==> src/rtl/sipo_word_collector_if.sv <==
// Output word stream of the serial-to-parallel collector.
// dout is only meaningful while dout_valid=1; a word moves when dout_valid & dout_ready are both high at a rising edge.
interface sipo_word_collector_if #(
  parameter int WIDTH = 4
);
  logic [WIDTH-1:0] dout;
  logic             dout_valid;
  logic             dout_ready;

  modport master (
    output dout,
    output dout_valid,
    input  dout_ready
  );

  modport slave (
    input  dout,
    input  dout_valid,
    output dout_ready
  );
endinterface

==> src/rtl/sipo_word_collector.sv <==
// Reassembles an MSB-first serial bit stream into WIDTH-bit words.
// Finished words go through a first-word-fall-through FIFO with a sticky drop flag.
module sipo_word_collector #(
  parameter int WIDTH = 4,
  parameter int DEPTH = 2
) (
  input  logic                       clk,
  input  logic                       reset,
  input  logic                       sin,
  input  logic                       sin_valid,
  input  logic                       sync,
  sipo_word_collector_if.master      out_if,
  output logic                       busy,
  output logic [$clog2(DEPTH):0]     level,
  output logic                       overflow,
  input  logic                       clr_ovf,
  output logic [0:0]                 fsm_state
);

  localparam int CW = $clog2(WIDTH);
  localparam int AW = $clog2(DEPTH);
  localparam int LW = AW + 1;

  localparam logic [0:0] IDLE  = 1'b0;
  localparam logic [0:0] SHIFT = 1'b1;

  logic [0:0]       state, state_n;
  logic [WIDTH-1:0] sh, sh_n;
  logic [CW-1:0]    cnt, cnt_n;
  logic [WIDTH-1:0] push_word;
  logic             push;

  logic [WIDTH-1:0] mem [DEPTH];
  logic [AW-1:0]    wr_ptr, rd_ptr;
  logic [LW-1:0]    lvl;
  logic             full, pop, push_ok, drop;

  assign push_word = {sh[WIDTH-2:0], sin};

  // A sync bit restarts the word and never completes one, even on the last bit slot.
  always_comb begin
    sh_n    = sh;
    cnt_n   = cnt;
    state_n = state;
    push    = 1'b0;
    if (sin_valid) begin
      if (sync) begin
        sh_n    = {{(WIDTH-1){1'b0}}, sin};
        cnt_n   = CW'(1);
        state_n = SHIFT;
      end else begin
        sh_n = push_word;
        if (cnt == CW'(WIDTH - 1)) begin
          push    = 1'b1;
          cnt_n   = '0;
          state_n = IDLE;
        end else begin
          cnt_n   = cnt + CW'(1);
          state_n = SHIFT;
        end
      end
    end
  end

  always_ff @(posedge clk or negedge reset) begin
    if (!reset) begin
      state <= IDLE;
      sh    <= '0;
      cnt   <= '0;
    end else begin
      state <= state_n;
      sh    <= sh_n;
      cnt   <= cnt_n;
    end
  end

  // When full, a simultaneous pop frees the head slot, which is exactly where wr_ptr points.
  assign full    = (lvl == LW'(DEPTH));
  assign pop     = out_if.dout_valid & out_if.dout_ready;
  assign push_ok = push & (~full | pop);
  assign drop    = push & full & ~pop;

  always_ff @(posedge clk) begin
    if (push_ok) mem[wr_ptr] <= push_word;
  end

  always_ff @(posedge clk or negedge reset) begin
    if (!reset) begin
      wr_ptr   <= '0;
      rd_ptr   <= '0;
      lvl      <= '0;
      overflow <= 1'b0;
    end else begin
      if (push_ok) wr_ptr <= wr_ptr + AW'(1);
      if (pop)     rd_ptr <= rd_ptr + AW'(1);
      if (push_ok && !pop)      lvl <= lvl + LW'(1);
      else if (pop && !push_ok) lvl <= lvl - LW'(1);
      if (drop)         overflow <= 1'b1;
      else if (clr_ovf) overflow <= 1'b0;
    end
  end

  assign out_if.dout_valid = (lvl != '0);
  assign out_if.dout       = out_if.dout_valid ? mem[rd_ptr] : '0;
  assign busy              = (state == SHIFT);
  assign level             = lvl;
  assign fsm_state         = state;

endmodule

==> src/flat_wrapper.sv <==
// flat-port wrapper written by rule: the top's interface ports become plain ports
module sipo_word_collector_flat 
#(
  parameter int WIDTH = 4,
  parameter int DEPTH = 2
)
  (clk, reset, sin, sin_valid, sync, busy, level, overflow, clr_ovf, fsm_state, out_if_dout, out_if_dout_valid, out_if_dout_ready);
  sipo_word_collector_if #(.WIDTH(WIDTH)) out_if_i ();
  input  logic clk;
  input  logic reset;
  input  logic sin;
  input  logic sin_valid;
  input  logic sync;
  output logic busy;
  output logic [$clog2(DEPTH):0] level;
  output logic overflow;
  input  logic clr_ovf;
  output logic [0:0] fsm_state;
  output wire logic [$bits(out_if_i.dout)-1:0] out_if_dout;
  output wire logic [$bits(out_if_i.dout_valid)-1:0] out_if_dout_valid;
  input wire logic [$bits(out_if_i.dout_ready)-1:0] out_if_dout_ready;
  assign out_if_dout = out_if_i.dout;
  assign out_if_dout_valid = out_if_i.dout_valid;
  assign out_if_i.dout_ready = out_if_dout_ready;
  sipo_word_collector #(.WIDTH(WIDTH), .DEPTH(DEPTH)) u_core (.clk(clk), .reset(reset), .sin(sin), .sin_valid(sin_valid), .sync(sync), .out_if(out_if_i), .busy(busy), .level(level), .overflow(overflow), .clr_ovf(clr_ovf), .fsm_state(fsm_state));
endmodule
==> config.mk <==
export PLATFORM = sky130hd
export DESIGN_NAME = sipo_word_collector_flat
export DESIGN_NICKNAME = d
export VERILOG_FILES = /design/src/rtl/sipo_word_collector_if.sv /design/src/rtl/sipo_word_collector.sv /design/src/flat_wrapper.sv
export SDC_FILE = /design/constraint.sdc
export NUM_CORES = 1
export LEC_CHECK = 0
export CAP_MARGIN = 20
export CORE_UTILIZATION = 48
export DETAILED_ROUTE_END_ITERATION = 8
export PLACE_DENSITY = 0.87
export SLEW_MARGIN = 20
export SYNTH_ARGS = -nofsm -noshare
export SYNTH_HDL_FRONTEND = slang
export SYNTH_SLANG_ARGS = --single-unit
export TNS_END_PERCENT = 50
==> constraint.sdc <==
create_clock -name clk -period 1.9 [get_ports clk]
set_input_delay 0.57 -clock clk [delete_from_list [all_inputs] [get_ports clk]]
set_output_delay 0.57 -clock clk [all_outputs]
set_load 0.01 [all_outputs]
======== Yosys cells after proc, flatten, opt, wreduce, memory -nomap -nowiden ========
Memory sizes are Yosys's and may differ from the RTL's.
Index checks and enable logic that the tools add are counted.
W data, S select, Z words.
word-level totals
  flip-flop bits (word level) ............. 11
  bits in latches ......................... 0
  RAM bits ................................ 8
  ROM bits ................................ 0
  output and inout port bits .............. 10
  memories kept ........................... 1
memories
  name        words  bits a word  read ports  clocked after memory_dff  wr ports  line                       source
  u_core.mem  2      4            1           0                         1         sipo_word_collector.sv:33  logic [WIDTH-1:0] mem [DEPTH];
operators by class
  $add $sub $neg .......................... 5
  $mul .................................... 0
  divide/modulo/power cells ............... 0
  magnitude comparators ................... 0
  eq/ne operators ......................... 2
  shift operators ......................... 0
  mux-type cells .......................... 15
  bitwise gates (word level) .............. 7
  reduce and logical (&&, ||, !) cells .... 7
operator list
  cell                   count
  $mux W1                9
  $mux W2                4
  $reduce_bool A2 Y1     3
  $add A2 B1 Y2 const B  2
  $and A1 B1 Y1          4
  $eq A2 B2 Y1 const B   2
  $mux W4                1
  $mux W3                1
  $add A1 B1 Y1 const B  2
  $logic_and A1 B1 Y1    2
  $logic_not A1 Y1       2
  $not A1 Y1             2
  $sub A2 B1 Y2 const B  1
  $or A1 B1 Y1           1

======== Depth between registers and ports, before layout ========
  word-level depth ........................ 9
  mapped depth ............................ 7
  depth with buffers taken out ............ 7

======== Least setup slack after synthesis ========
OpenSTA, ideal clock, no wires.
  path kind ............................... input to register
  start ................................... input sin_valid
  end ..................................... register u_core.lvl[1], in the netlist u_core.level[1]
  library setup time ...................... 0.133 ns
  arrival ................................. 1.428 ns
  data required time ...................... 1.767 ns
  slack ................................... 0.339 ns
  stages .................................. 7
  path buffers ............................ 1
  path through ............................ buf_4 -> nand3b_4 -> a21oi_4 -> ha_1 -> xor2_1 -> nor2_1 -> xor2_1
between the ends
  longest elaborated chain between the ends .. 5
RTL lines
  item                          line                       source
  start, declared               flat_wrapper.sv:12         input logic sin_valid;
  $mux W1 *                     sipo_word_collector.sv:46  if (sin_valid) begin
  $and A1 B1 Y1 *               sipo_word_collector.sv:80  assign push_ok = push & (~full | pop);
  $logic_not A1 Y1              sipo_word_collector.sv:97  else if (pop && !push_ok) lvl <= lvl - LW'(1);
  $logic_and A1 B1 Y1           sipo_word_collector.sv:97
  $reduce_bool A2 Y1 (no line)  n/a
  end signal, assigned          sipo_word_collector.sv:96  if (push_ok && !pop) lvl <= lvl + LW'(1);
  end signal, assigned          sipo_word_collector.sv:97
  end, declared                 sipo_word_collector.sv:35  logic [LW-1:0] lvl;
Every way passes the cells marked *; elsewhere a longest branch is shown, timed or not.
A chain may end at the register's enable or synchronous reset.

======== Worst setup path after layout ========
  start ................................... register u_core.lvl[0], in the netlist u_core.level[0]
  end ..................................... output level[0]
RTL lines
  item           line                source
  end, declared  flat_wrapper.sv:15  output logic [$clog2(DEPTH):0] level;
No word-level cell between the ends.

==> impl_results.md <==
- Result of the run: finished, violations left
- Violated checks: DRC
- Maximum clock insertion buffer count: 2
- Vertical extent of the die: 43.48 µm
- P per Cell Area: 1172 mW/mm²
- Xor and xnor fraction of the mapped netlist area: 5.303%
- Hold Fails Final Rpt: 0
- Violation count after the first detailed-route iteration: 11
- Sum of overflow across all layers after global routing: 0
- Post-layout nets: about 100
- Area share of the largest cell type after synthesis: about a third
- Worst Setup Path Type: reg2out
- Min Clock Period, post-route: 1.864 ns
- Max-capacitance violation count: 0
- Layout overhead on the synthesized area: 31.36%
- Fill count: approximately 120
- Number of unique standard cell types used by synthesis: 23
- Die Outline Area: 0.001890 mm²
- Placement-stage worst setup slack: -0.08897 ns
- CTS Sinks: 19
- Synthesized area: just over 800 µm²
- Worst skew pair latency: 0.29 ns
- Startpoint Class: flip-flop
- Root cell of the clock tree: sky130_fd_sc_hd__clkbuf_4
- Number of antenna violations at the first check in global routing: 0
- Synth warn: 0
- Register area share after synthesis: a little over three fifths
- Ys async rst share: 57.89%
- Top flip-flop cell by instance count after synthesis: sky130_fd_sc_hd__dfrtp_1
- Maximum number of pins on one net before global-route repair: 12
- Standard-cell rows: 14
- Cell type contributing the most total cell area after synthesis: sky130_fd_sc_hd__dfrtp_1
- Proportion of layout cells with a drive suffix above 1: around a quarter
- Total number of H-tree levels: 1
- Per-instance average area after synthesis: ~13 µm²
- Count of mapped cells out of synthesis: between 60 and 70
- Net count of the mapped netlist: 74
- Setup slack of the critical path after layout: approximately 0.036 ns
- Compound-cell area share of the yosys netlist: under 10%
- Peak supply drop: 0.0006408 V
- Classification of the worst-slack hold path: reg2reg
- Crit Path Max Fanout: 5
- Slew @ Worst Pin: between 0.5 and 0.6 ns
- First-pass GRT wire length: 2.318 mm
- Core outline area: approximately 0.0016 mm²
- Required @ worst endpoint: ~1.3 ns
- Detailed-route DRC error count: 2
- Biggest area contributors in the synthesized netlist: sky130_fd_sc_hd__dfrtp_1 33%, sky130_fd_sc_hd__edfxtp_1 29%, sky130_fd_sc_hd__mux2i_1 4.8%
- Setup Skew: between 0.001 and 0.0015 ns
- Half-perimeter wire length after detailed placement: about 1.0 mm
- Number of global-route vias before repair: approximately 570
- Post-Synth Adder-Cell Area: under 10%
- GPL Wtd Cong: ~0.74
- Largest family of logic cells by synthesized area: simple AND/OR/NAND/NOR gates
- Most frequent cell after synthesis: sky130_fd_sc_hd__dfrtp_1
- Total clock buffers created by CTS: 3
- Starting density of the core: 52.97%
- Wire length after detailed routing: between 1 and 1.5 mm
- Number of iterations in the first detailed-routing pass: 6
- CTS tree: done
- Antenna Nets Post-Route: 0
- Synth Area in Simple Gates: about an eighth
- Num ports: 17
- Final core area utilization: a little over two thirds
- DR vias: around 540
- Number of buffer cells added on primary ports: 16
- Via density per instance: about 5.0
- Routed WL per cell: around 13 µm
- Static leakage: roughly 0.49 nW
- Antenna diode count: 0
- Number of enable flip-flop cells after synthesis: 8
- F_max: about 540 MHz
- Endpoints failing setup: 0
- Max-slew violation count: 0
- Commonest cells in the synthesized netlist: 11 x sky130_fd_sc_hd__dfrtp_1, 9 x sky130_fd_sc_hd__nor2_1, 8 x sky130_fd_sc_hd__edfxtp_1, 5 x sky130_fd_sc_hd__inv_1
- Multiplexer fraction of the synthesized cell area: under 10%
- Global-route usage over all layers: 16.95%
- Horizontal die dimension: between 40 and 50 µm
- Critical Path End Type: output port
- Clock transition time at the flip-flop clock pins of the worst setup and hold paths: between 0.1 and 0.15 ns
- Period utilisation layout: between 90% and 100%
- Critical Path AT: 1.29 ns
- Yosys reg bits: 19
- Worst-case headroom to the max-slew limit: around 66%
registers in the layout, summed over array words and instances (netlist names):
name,cells
u_core.sh,3
u_core.rd_ptr,1
u_core.mem,8
u_core.busy,1
u_core.overflow,1
u_core.level,2
u_core.wr_ptr,1
u_core.cnt,2
path summary, 6_finish.rpt:
check | startpoint | end | slack (ns) | cells after the start
worst max-delay path | u_core.level[0] | level[0] | 0.04 | 3
worst min-delay path | u_core.wr_ptr | u_core.wr_ptr | 0.51 | 1
worst max register to register | u_core.level[0] | u_core.level[1] | 0.26 | 7
worst min register to register | u_core.wr_ptr | u_core.wr_ptr | 0.51 | 1
max in group asynchronous | reset | u_core.rd_ptr | 0.93 | 1
min in group asynchronous | reset | u_core.overflow | 0.61 | 1
critical path, cell delays in order (launching register included):
cell and delay [ns]:
sky130_fd_sc_hd__dfrtp_1 0.43, sky130_fd_sc_hd__buf_4 0.15, sky130_fd_sc_hd__buf_4 0.15, sky130_fd_sc_hd__dlygate4sd2_1 0.29
placed cells by master, fill, tap and decap left out, drive strengths merged, types with 3 or more instances in the layout:
| master | Yosys | routed |
|---|---|---|
| buf | 3 | 10 |
| clkbuf | 0 | 5 |
| clkdlybuf4s50 | 0 | 9 |
| dfrtp | 11 | 11 |
| dlygate4sd2 | 0 | 4 |
| edfxtp | 8 | 8 |
| inv | 5 | 5 |
| mux2i | 4 | 4 |
| nand2 | 4 | 4 |
| nor2 | 10 | 10 |
| o21ai | 4 | 4 |
| xor2 | 3 | 3 |
layer usage:
metal | up-vias | GRT usage [%] | wire (µm)
met5 | - | 0 | 0
met1 | 255 | 19.94 | 589
met4 | 0 | 5.625 | 0
met3 | 0 | 2.500 | 46
met2 | 11 | 31.52 | 736
li1 | 272 | - | -
through the flow:
stage / cell area, µm² / power (mW) / instances / TNS, ns / hold WS, ns
detailed placement: 1039 / 1.062 / 101 / -0.6809 / 0.4750
finish: 1085 / 1.271 / 108 / 0 / 0.5073
floorplan: 825.8 / 0.8170 / 65 / 0 / 0.2744
CTS: 1080 / 1.262 / 107 / -0.09945 / 0.4923
global route: 1085 / 1.357 / 108 / -0.0008052 / 0.5078
global placement: 1039 / 1.047 / 101 / -0.3552 / 0.4640
power breakdown:
| group | switching [mW] | internal [mW] | leakage [nW] |
|---|---|---|---|
| Clock | 0.123 | 0.0782 | 0.0177 |
| Sequential | 0.0586 | 0.499 | 0.204 |
| Combinational | 0.234 | 0.278 | 0.268 |
what timing repair did:
| item | CTS | global route |
|---|---|---|
| setup buffers | 2 | 1 |
| hold buffers | 0 | 0 |
| resized for setup | 10 | 4 |
| endpoints found under the setup margin | 7 | 3 |
kinds of logic (layout without fill, tap and decap cells):
| group | after synthesis | in the layout |
|---|---|---|
| compound gates | 8 | 8 |
| xor+xnor | 5 | 5 |
| flops | 19 | 19 |
| buf+inv | 8 | 35 |
| simple gates | 18 | 18 |
| fa+ha+maj | 2 | 2 |
| mux | 5 | 5 |
final cells by class:
class / instances / area [µm²] / area share, %
clock buffers: 3 / 22.52 / 2.076
repair buffers: 26 / 222.7 / 20.53
flip-flops and latches: 19 / 516.7 / 47.64
multi-input cells: 38 / 279.0 / 25.72
inverters: 5 / 18.77 / 1.730
well taps: 16 / 20.02 / 1.845
clock inverters: 1 / 5.005 / 0.4614
(Power assumes the default switching activity.)
==> edit, RTL diff (same settings) <==
Put one more register stage on the output `level`, without a reset. The value now appears one clock later. The other outputs are not delayed to match.
--- a/src/rtl/sipo_word_collector.sv
+++ b/src/rtl/sipo_word_collector.sv
@@ -104,5 +104,7 @@
   assign out_if.dout       = out_if.dout_valid ? mem[rd_ptr] : '0;
   assign busy              = (state == SHIFT);
-  assign level             = lvl;
+  always_ff @(posedge clk) begin
+    level <= lvl;
+  end
   assign fsm_state         = state;
 
Function: changed (a bounded check fails within 10 cycles, from zero or initial values and one cycle with reset low).
==> edit against the original RTL <==
Synthesized area increased by 5.0%; critical endpoint is now out_if_dout[3]; wire length shrank 2.7%; sequential share of layout area grew 1.8 points; setup slack improved by 35 ps; largest cell class unchanged; sequential power up 15%; critical path type unchanged; design area rose by 3.9%; sequential cell count rose by 2; power is 4.6% higher; first-iteration DRC count is 64% lower.
==> edit: results (changes against the original RTL) <==
Setup crit end=out_if_dout[3]; Arr. time, crit path=1260 ps (-30 ps); async set-reset flop share out of synthesis=52.38% (-5.5 points); cell family with most CP delay=flip-flops; crit path launch=u_core.rd_ptr$_DFFE_PN0N_; Setup Skew=2.881 ps (+1.633 ps); status=finished clean; post-synthesis cell count=67 (+3.1%); synth unique cells=24 (+4.3%); Min-Delay Path Depth=0 (-1); DR vias=526 (-2.2%); total wire length=1335 um (-2.7%); hold_ws=490.4 ps (-16.83 ps); # fillers=128 (+8.5%); worst setup slack after layout=71.05 ps (+34.62 ps); Worst Hold End=u_core.mem[0][3]$_DFFE_PP_; gpl congestion=0.7080 (-4.1%); Crit-path slowest cell=dfrtp_2; met2 Use GR=30.00% (-1.5 points); wire per inst=11.51 um (-9.4%); placed cell areas=1090 um^2 (+4.9%); vias in the first global route=538 (-5.1%); WL met2=698 um (-5.2%); GRT Total Usage=16.09% (-0.86 points); Crit path largest cell delay=450 ps (+20 ps); met1 usage=20.27% (+0.33 points); min-delay src=u_core.sh[2]$_DFFE_PN0P_; reg2reg start=u_core.lvl[0]$_DFFE_PN0P_
[edit: cell type report]
type                       instances  area (um^2)  area share, %
multi-input combinational         38        280.3          24.86
sequential                        21        556.8          49.39
timing repair buffer              24        215.2          19.09
inverter                           5        18.77          1.665
clock buffer                       4        26.28          2.331
tap                               24        30.03          2.664
[edit: where the power goes]
part | switching [uW] | total (uW) | internal [uW]
combinational | 217 | 485 | 269
sequential | 77.4 | 641 | 563
clock | 122 | 203 | 81.4
total | 416 | 1330 | 913
[edit: cells by family after synthesis]
group                    Yosys count  share of synthesized area (%)
buffers and inverters              8                          4.472
AO/OA/AOI/OAI                      8                          6.349
multiplexers                       5                          5.916
AND/OR/NAND/NOR                   18                          11.26
XOR/XNOR                           5                          5.051
adder cells (fa/ha/maj)            2                          2.886
flip-flops                        21                          64.07
[edit: timing repair]
action                     4_1_cts  5_1_grt
pin swaps                        1        0
setup endpoints to repair        5        1
hold endpoints to repair         0        0
buffers inserted                 1        0
resized for setup                8        1
